**config.mk**
```make
export PLATFORM = sky130hd
export DESIGN_NAME = ddr_clk_gen
export DESIGN_NICKNAME = d
export VERILOG_FILES = /design/src/rtl/ddr_clk_pkg.sv /design/src/rtl/ddr_clk_diff_out.sv /design/src/rtl/ddr_clk_gen.sv
export SDC_FILE = /design/constraint.sdc
export NUM_CORES = 1
export LEC_CHECK = 0
export ABC_AREA = 1
export BUFFER_PORTS_ARGS = -buffer_cell sky130_fd_sc_hd__buf_4
export CAP_MARGIN = 20
export CORE_UTILIZATION = 30
export DETAILED_ROUTE_END_ITERATION = 12
export GPL_ROUTABILITY_DRIVEN = 0
export MAX_ROUTING_LAYER = met4
export PLACE_DENSITY_LB_ADDON = 0.12
export SLEW_MARGIN = 20
export SYNTH_ARGS = -nofsm -noshare
export SYNTH_HDL_FRONTEND = slang
export SYNTH_SLANG_ARGS = --single-unit
```
**constraint.sdc**
```tcl
create_clock -name SYS_CLK_100M -period 1.2 [get_ports SYS_CLK_100M]
set_input_delay 0.12 -clock SYS_CLK_100M [delete_from_list [all_inputs] [get_ports SYS_CLK_100M]]
set_output_delay 0.12 -clock SYS_CLK_100M [all_outputs]
set_load 0.02 [all_outputs]
```
**src/rtl/ddr_clk_pkg.sv**
```systemverilog
// ============================================================================
// Module      : ddr_clk_pkg
// Description : Shared defaults and counter-width helper for the DDR clock
//               generator.
// Revision    : 1.0 - initial release
// ============================================================================
`default_nettype none

package ddr_clk_pkg;

    localparam int DEF_WR_HALF_PERIOD = 1;
    localparam int DEF_LOCK_CYCLES    = 16;

    // Width able to hold 0..max_val; never narrower than one bit.
    function automatic int cnt_width(input int max_val);
        return (max_val < 1) ? 1 : $clog2(max_val + 1);
    endfunction

endpackage

`default_nettype wire

```
**src/rtl/ddr_clk_diff_out.sv**
```systemverilog
// ============================================================================
// Module      : ddr_clk_diff_out
// Description : Complementary flop pair driving the off-chip memory clock.
// Revision    : 1.0 - initial release
// ============================================================================
`default_nettype none

module ddr_clk_diff_out (
    input  logic clk,
    input  logic rst_n,
    input  logic d,
    output logic p,
    output logic n
);

    logic r_p_q;
    logic r_n_q;
    logic w_p_d;
    logic w_n_d;

    always_comb begin
        w_p_d = d;
        w_n_d = ~d;
    end

    // Two independent registers so both legs launch from the same edge.
    always_ff @(posedge clk) begin
        if (!rst_n) begin
            r_p_q <= 1'b0;
            r_n_q <= 1'b1;
        end else begin
            r_p_q <= w_p_d;
            r_n_q <= w_n_d;
        end
    end

    assign p = r_p_q;
    assign n = r_n_q;

endmodule

`default_nettype wire

```
**src/rtl/ddr_clk_gen.sv**
```systemverilog
// ============================================================================
// Module      : ddr_clk_gen
// Description : Register-based WR/DDR clock divider with differential output
//               and a lock indicator, all on the reference clock.
// Revision    : 1.0 - initial release
// ============================================================================
`default_nettype none

module ddr_clk_gen
    import ddr_clk_pkg::*;
#(
    parameter int WR_HALF_PERIOD = DEF_WR_HALF_PERIOD,
    parameter int LOCK_CYCLES    = DEF_LOCK_CYCLES
) (
    input  logic SYS_CLK_100M,
    input  logic RESET_N,
    output logic WR_CLK_333M,
    output logic DDR_CLK_166M,
    output logic CLK_P,
    output logic CLK_N,
    output logic LOCKED
);

    localparam int c_hc_w = cnt_width(WR_HALF_PERIOD);
    localparam int c_lc_w = cnt_width(LOCK_CYCLES);
    localparam logic [c_hc_w-1:0] c_hc_last = c_hc_w'(WR_HALF_PERIOD - 1);
    localparam logic [c_lc_w-1:0] c_lc_max  = c_lc_w'(LOCK_CYCLES);

    generate
        if (WR_HALF_PERIOD < 1) begin : g_bad_wr_half_period
            $error("ddr_clk_gen: WR_HALF_PERIOD must be >= 1");
        end
        if (LOCK_CYCLES < 1) begin : g_bad_lock_cycles
            $error("ddr_clk_gen: LOCK_CYCLES must be >= 1");
        end
    endgenerate

    logic [c_hc_w-1:0] r_hc_q;
    logic [c_hc_w-1:0] w_hc_d;
    logic [c_lc_w-1:0] r_lc_q;
    logic [c_lc_w-1:0] w_lc_d;
    logic              r_wr_q;
    logic              w_wr_d;
    logic              r_ddr_q;
    logic              w_ddr_d;
    logic              r_locked_q;
    logic              w_locked_d;
    logic              w_hc_wrap;

    always_comb begin
        w_hc_wrap  = (r_hc_q == c_hc_last);
        w_hc_d     = w_hc_wrap ? '0 : r_hc_q + 1'b1;
        w_wr_d     = r_wr_q ^ w_hc_wrap;
        // DDR advances only when WR is about to rise, keeping it WR/2 in phase.
        w_ddr_d    = r_ddr_q ^ (w_hc_wrap & ~r_wr_q);
        w_lc_d     = (r_lc_q == c_lc_max) ? r_lc_q : r_lc_q + 1'b1;
        w_locked_d = (w_lc_d == c_lc_max);
    end

    always_ff @(posedge SYS_CLK_100M) begin
        if (!RESET_N) begin
            r_hc_q     <= '0;
            r_lc_q     <= '0;
            r_wr_q     <= 1'b0;
            r_ddr_q    <= 1'b0;
            r_locked_q <= 1'b0;
        end else begin
            r_hc_q     <= w_hc_d;
            r_lc_q     <= w_lc_d;
            r_wr_q     <= w_wr_d;
            r_ddr_q    <= w_ddr_d;
            r_locked_q <= w_locked_d;
        end
    end

    ddr_clk_diff_out u_diff_out (
        .clk   (SYS_CLK_100M),
        .rst_n (RESET_N),
        .d     (w_ddr_d),
        .p     (CLK_P),
        .n     (CLK_N)
    );

    assign WR_CLK_333M  = r_wr_q;
    assign DDR_CLK_166M = r_ddr_q;
    assign LOCKED       = r_locked_q;

endmodule

`default_nettype wire

```
# After elaboration in Yosys (flattened, before gate mapping)
# Cells that the tools add are included.
[classes] addsub=2 n_eq_ne=2 mux=1 bitwise_logic=6 reduce_logical=1
[op_table] op="$eq 5x5->1 const B" n=2
[op_table] op="$add 5x1->5 const B" n=1
[op_table] op="$mux 5" n=1
[op_table] op="$not 1->1" n=3
[op_table] op="$reduce_and 2->1" n=1
[op_table] op="$xor 1x1->1" n=2
[op_table] op="$add 1x1->1 const B" n=1
[op_table] op="$and 1x1->1" n=1
[totals] reg_bits=10 in_bits=2 out_inout_bits=5 word_cells=18

# Longest topological paths before layout
[logic_depth] depth_word=4 ltp_mapped=8

# Cells and area by module
# Synthesis repeated with hierarchy kept, for this count alone.
[unflattened] cells_unflattened=60 hier_area_um2=467.9
[by_module_without_submodules] mod="ddr_clk_gen" instances=1 cells_per_inst=56 area_each_um2=417.9 seq_area_each_um2=180.2
[by_module_without_submodules] mod="ddr_clk_diff_out" instances=1 cells_per_inst=4 area_each_um2=50.0 seq_area_each_um2=40.0

# Worst setup path before layout
# No wires, ideal clock.
[synth_path] path_type="register -> register" from="reg r_wr_q (netlist: WR_CLK_333M)" to="reg u_diff_out.r_p_q (netlist: u_diff_out.p)" setup_ns=0.111 arrival_time_ns=1.067 t_required_ns=1.089 path_slack_ns=0.022 path_stages_with_launch=6 n_path_buf=0 path_cell_list="dfxtp_1 -> inv_1 -> ha_1 -> or2_2 -> nand3_1 -> inv_1"
[synth_between] elab_chain_cells=3
[synth_lines] element="start: declaration" line_no="ddr_clk_gen.sv:42" source="logic r_wr_q;"
[synth_lines] element="start signal: assignment" line_no="ddr_clk_gen.sv:70" source="r_wr_q <= w_wr_d;"
[synth_lines] element="$not 1->1" line_no="ddr_clk_gen.sv:55" source="w_ddr_d = r_ddr_q ^ (w_hc_wrap & ~r_wr_q);"
[synth_lines] element="$and 1x1->1" line_no="ddr_clk_gen.sv:55"
[synth_lines] element="$xor 1x1->1" line_no="ddr_clk_gen.sv:55"
[synth_lines] element="end signal: assignment" line_no="ddr_clk_diff_out.sv:32" source="r_p_q <= w_p_d;"
[synth_lines] element="end: declaration" line_no="ddr_clk_diff_out.sv:16" source="logic r_p_q;"
# Every way passes these cells.
# A chain may end at the register's enable or synchronous reset.

# Worst setup path in the final report
[layout_path] from="reg r_lc_q[0]" to="reg r_locked_q (netlist: LOCKED)"
[layout_between] elab_chain_cells=3 elab_cells_between_ends=4 classes_between="1 x add/sub; 2 x eq/ne; 1 x mux"
[layout_lines] element="start: declaration" line_no="ddr_clk_gen.sv:40" source="logic [c_lc_w-1:0] r_lc_q;"
[layout_lines] element="start signal: assignment" line_no="ddr_clk_gen.sv:69" source="r_lc_q <= w_lc_d;"
[layout_lines] element="$add 5x1->5 / $eq 5x5->1 (equally long branches)" line_no="ddr_clk_gen.sv:56" source="w_lc_d = (r_lc_q == c_lc_max) ? r_lc_q : r_lc_q + 1'b1;"
[layout_lines] element="$mux 5 *" line_no="ddr_clk_gen.sv:56"
[layout_lines] element="$eq 5x5->1 *" line_no="ddr_clk_gen.sv:57" source="w_locked_d = (w_lc_d == c_lc_max);"
[layout_lines] element="end signal: assignment" line_no="ddr_clk_gen.sv:72" source="r_locked_q <= w_locked_d;"
[layout_lines] element="end: declaration" line_no="ddr_clk_gen.sv:46" source="logic r_locked_q;"
# Mark *: on every way between the ends. The rest lies on a longest branch, timed or not.

==> summary.md <==
| Metric | Value |
|---|---|
| Seq pwr share | `47.4%` |
| Core area | `1334 um2` |
| Die W | `40.37 um` |
| Area leader, netlist | `dfxtp_1` |
| Worst-path cell chain | `inv_1, ha_1, nand2_1, inv_1, nand2_1, nand2_1, nand3_1, nor3_2` |
| P_int | `0.5809 mW` |
| Die footprint | `1630 um2` |
| Initial antenna violation count | `0` |
| Routed Antenna Nets | `0` |
| Placed cell areas | `498.0 um2` |
| Worst Path Arrival | `1.26 ns` |
| CTS Sinks | `10` |
| PwrDens | `1450 nW/um2` |
| CP max FO | `5` |
| Crit path time final | `1.088 ns` |
| Peak VDD IR | `0.5567 mV` |
| Worst Path Buf+Inv | `2` |
| # setup viols final | `0` |
| First-pass GRT wire length | `1.117 mm` |
| Final wirelength | `720 um` |
| H-tree depth | `1` |
| N_diodes | `0` |
| Clock tree buffer depth | `2` |
| Pre-antenna DRT Iters | `4` |
| Startpoint types | `flip-flop` |
| Sw Pwr | `0.2009 mW` |
| Clock group share of total power | `39.9%` |
| Clock-pin slew on the worst setup and hold paths | `0.07 ns` |
| Yosys top cell area share | `45.33%` |
| Status | `complete, no violations` |
| Compound-Gate Fraction of Synth Area | `1.133%` |
| Setup crit end kind | `flip-flop` |
| Worst path top cell family by delay | `flip-flops` |
| Most common cell on crit path | `nand2_1` |
| Die Y | `40.37 um` |
| Total number of cells along the worst setup path | `8` |
| Logic gate share of total power | `12.7%` |
| Routed wire per std cell | `8.889 um` |
| Max-slew violation count | `0` |
| Dpl cells | `77` |
| Total grt overflow | `0` |
| Crit path from | `r_lc_q[0]$_SDFF_PN0_` |
| R2R cell count | `8` |
| Area Growth Syn to Fin | `22.10%` |
| Worst hold-check path type | `input port to flip-flop` |
| Hpwl dp | `522.9 um` |
| Max cap viols | `0` |
| CP Capture Point | `LOCKED$_SDFF_PN0_` |
| TritonCTS clock tree | `built` |
| Worst EP required | `1.37 ns` |
| DRC violations left | `0` |
| Slowest CP cell | `dfxtp_2` |
| R2r startpoint | `r_lc_q[0]$_SDFF_PN0_` |
| Mux share of post-synthesis cell area | `0%` |
| Post-Layout Cell Count | `81` |
| Site Rows | `13` |
| Hold slack | `0.08995 ns` |
| Cell area after synthesis | `441.7 um2` |
| Synth top area cells | `dfxtp_1 45%, inv_1 12%, ha_1 8.5%, nand2_1 8.5%, nand3_1 5.7%` |
| Hold Violations, Final | `0` |
| Adder-cell share of the synthesized area | `8.499%` |
| Xor-xnor portion of the synthesized cell area | `0%` |
| Period utilization | `90.69%` |
| Largest net degree at the start of global routing | `8` |
| Mapped Nets | `62` |
| Max incr delay on CP | `0.36 ns` |
| Fraction of layout cells with a size suffix above 1 | `28.79%` |
| Unique masters post-synth | `14` |
| Nets | `72` |
| Clock root buffer | `clkbuf_4` |
| Highest clock rate | `918.9 MHz` |
| Final Skew | `0.0006026 ns` |
| Leakage power | `0.2798 nW` |
| Iter 0 DRT Violations | `16` |
| TritonCTS Buffers | `3` |
| Synth Area in Simple Gates | `30.59%` |
| IO Port Bufs | `6` |
| Total number of vias | `337` |
| Vias in the first global route | `278` |
| Syn avg cell area | `7.749 um2` |
| Crit Path Class | `flip-flop to flip-flop` |
| Post-CTS Hold Buffers | `0` |
| Synthesis Warnings | `0` |
| GRT Util Overall | `12.37%` |
| Final instance area | `539.3 um2` |
| Sw Share | `25.69%` |
| Vias per inst | `4.160` |
| Syn Inst Count | `57` |
| IO Pins | `7` |
| Sequential area share after synthesis | `45.33%` |
| Worst skew pair latency | `0.27 ns` |
| Initial Util | `33.11%` |
| Flop-to-flop setup slack | `0.11 ns` |
| Largest family of logic cells by synthesized area | `simple AND/OR/NAND/NOR gates` |
| #FFs+latches synth | `10` |
| Worst r2r dst | `LOCKED$_SDFF_PN0_` |
[tightest hold or removal path: stages]
cell and delay, ns:
buf_4 0.11, nand2_1 0.05, inv_1 0.05
[cells in the mapped netlist (all sizes together)]
master and n:
conb 1, ha 3, dfxtp 10, buf 1, inv 14, or2 1, nand3 6, nor2 4
nand2 13, nor3 1, nand4 2, a21oi 1
[layout by cell type, fill, tap and decap left out]
cell      synthesis  routed
nand4_1           2       2
a21oi_1           1       1
dfxtp_1          10       8
nand3_2           1       1
inv_1            14      14
ha_2              0       1
clkbuf_4          0       3
conb_1            1       1
nor3_2            1       1
clkbuf_8          0       1
ha_1              3       2
dfxtp_2           0       2
nor2_1            4       4
nand3_1           5       5
or2_2             1       1
buf_4             1       6
nand2_2           3       3
nand2_1          10      10
[power by group through the flow]
stage               Combinational [mW]  Sequential, mW  Clock (mW)
floorplan                       0.0579           0.386           0
finish                          0.0992           0.370       0.312
detailed placement              0.0993           0.376           0
global route                     0.114           0.373       0.340
global placement                 0.101           0.375           0
CTS                              0.101           0.368       0.320
[how the worst min path moves through the flow]
stage / start / endpoint / depth (start not counted)
2_1_floorplan: RESET_N / r_lc_q[1]$_SDFF_PN0_ / 2
3_3_place_gp: RESET_N / r_lc_q[1]$_SDFF_PN0_ / 3
3_5_place_dp: RESET_N / r_lc_q[1]$_SDFF_PN0_ / 3
4_1_cts: RESET_N / r_lc_q[1]$_SDFF_PN0_ / 3
5_1_grt: RESET_N / r_lc_q[1]$_SDFF_PN0_ / 3
6_report: RESET_N / r_lc_q[1]$_SDFF_PN0_ / 3
[routing by layer]
| metal | vias up | wire, um | track usage [%] |
|---|---|---|---|
| li1 | 189 | - | - |
| met2 | 8 | 270 | 15.87 |
| met5 | - | 0 | - |
| met4 | 0 | 41 | 15.00 |
| met3 | 5 | 33 | 6.667 |
| met1 | 135 | 375 | 11.80 |
[flip-flops by register name, indices dropped and copies added, names as in the netlist]
register	cells
r_hc_q	1
r_lc_q	5
WR_CLK_333M	1
LOCKED	1
u_diff_out.p	1
u_diff_out.n	1
[cell type report]
type | count | area [um2]
Sequential cell | 10 | 202.7
Multi-Input combinational cell | 32 | 183.9
Clock buffer | 4 | 36.28
Fill cell | 145 | 794.5
Tap cell | 15 | 18.77
Inverter | 14 | 52.55
Timing Repair Buffer | 6 | 45.04
[logic make-up after synthesis]
kind of cell               after synthesis
DFF                                     10
adders and majority gates                3
AOI/OAI and AO/OA                        1
and+or+nand+nor                         27
other                                    1
buffers and inverters                   15
[repair_timing]
action,CTS,global route
buffers inserted,0,0
resized for setup,0,3
endpoints found under the setup margin,0,2
[metrics by stage]
step	power, mW	util, %	setup TNS, ns	setup WS (ns)
6_report	0.7817	40.43	0	0.1117
5_1_grt	0.8270	40.43	-0.00005185	-0.00005185
4_1_cts	0.7889	40.06	0	0.05647
3_5_place_dp	0.4755	37.34	0	0.07045
3_3_place_gp	0.4761	37.34	0	0.04627
2_1_floorplan	0.4443	-	0	0.02203
(Power assumes the default switching activity.)
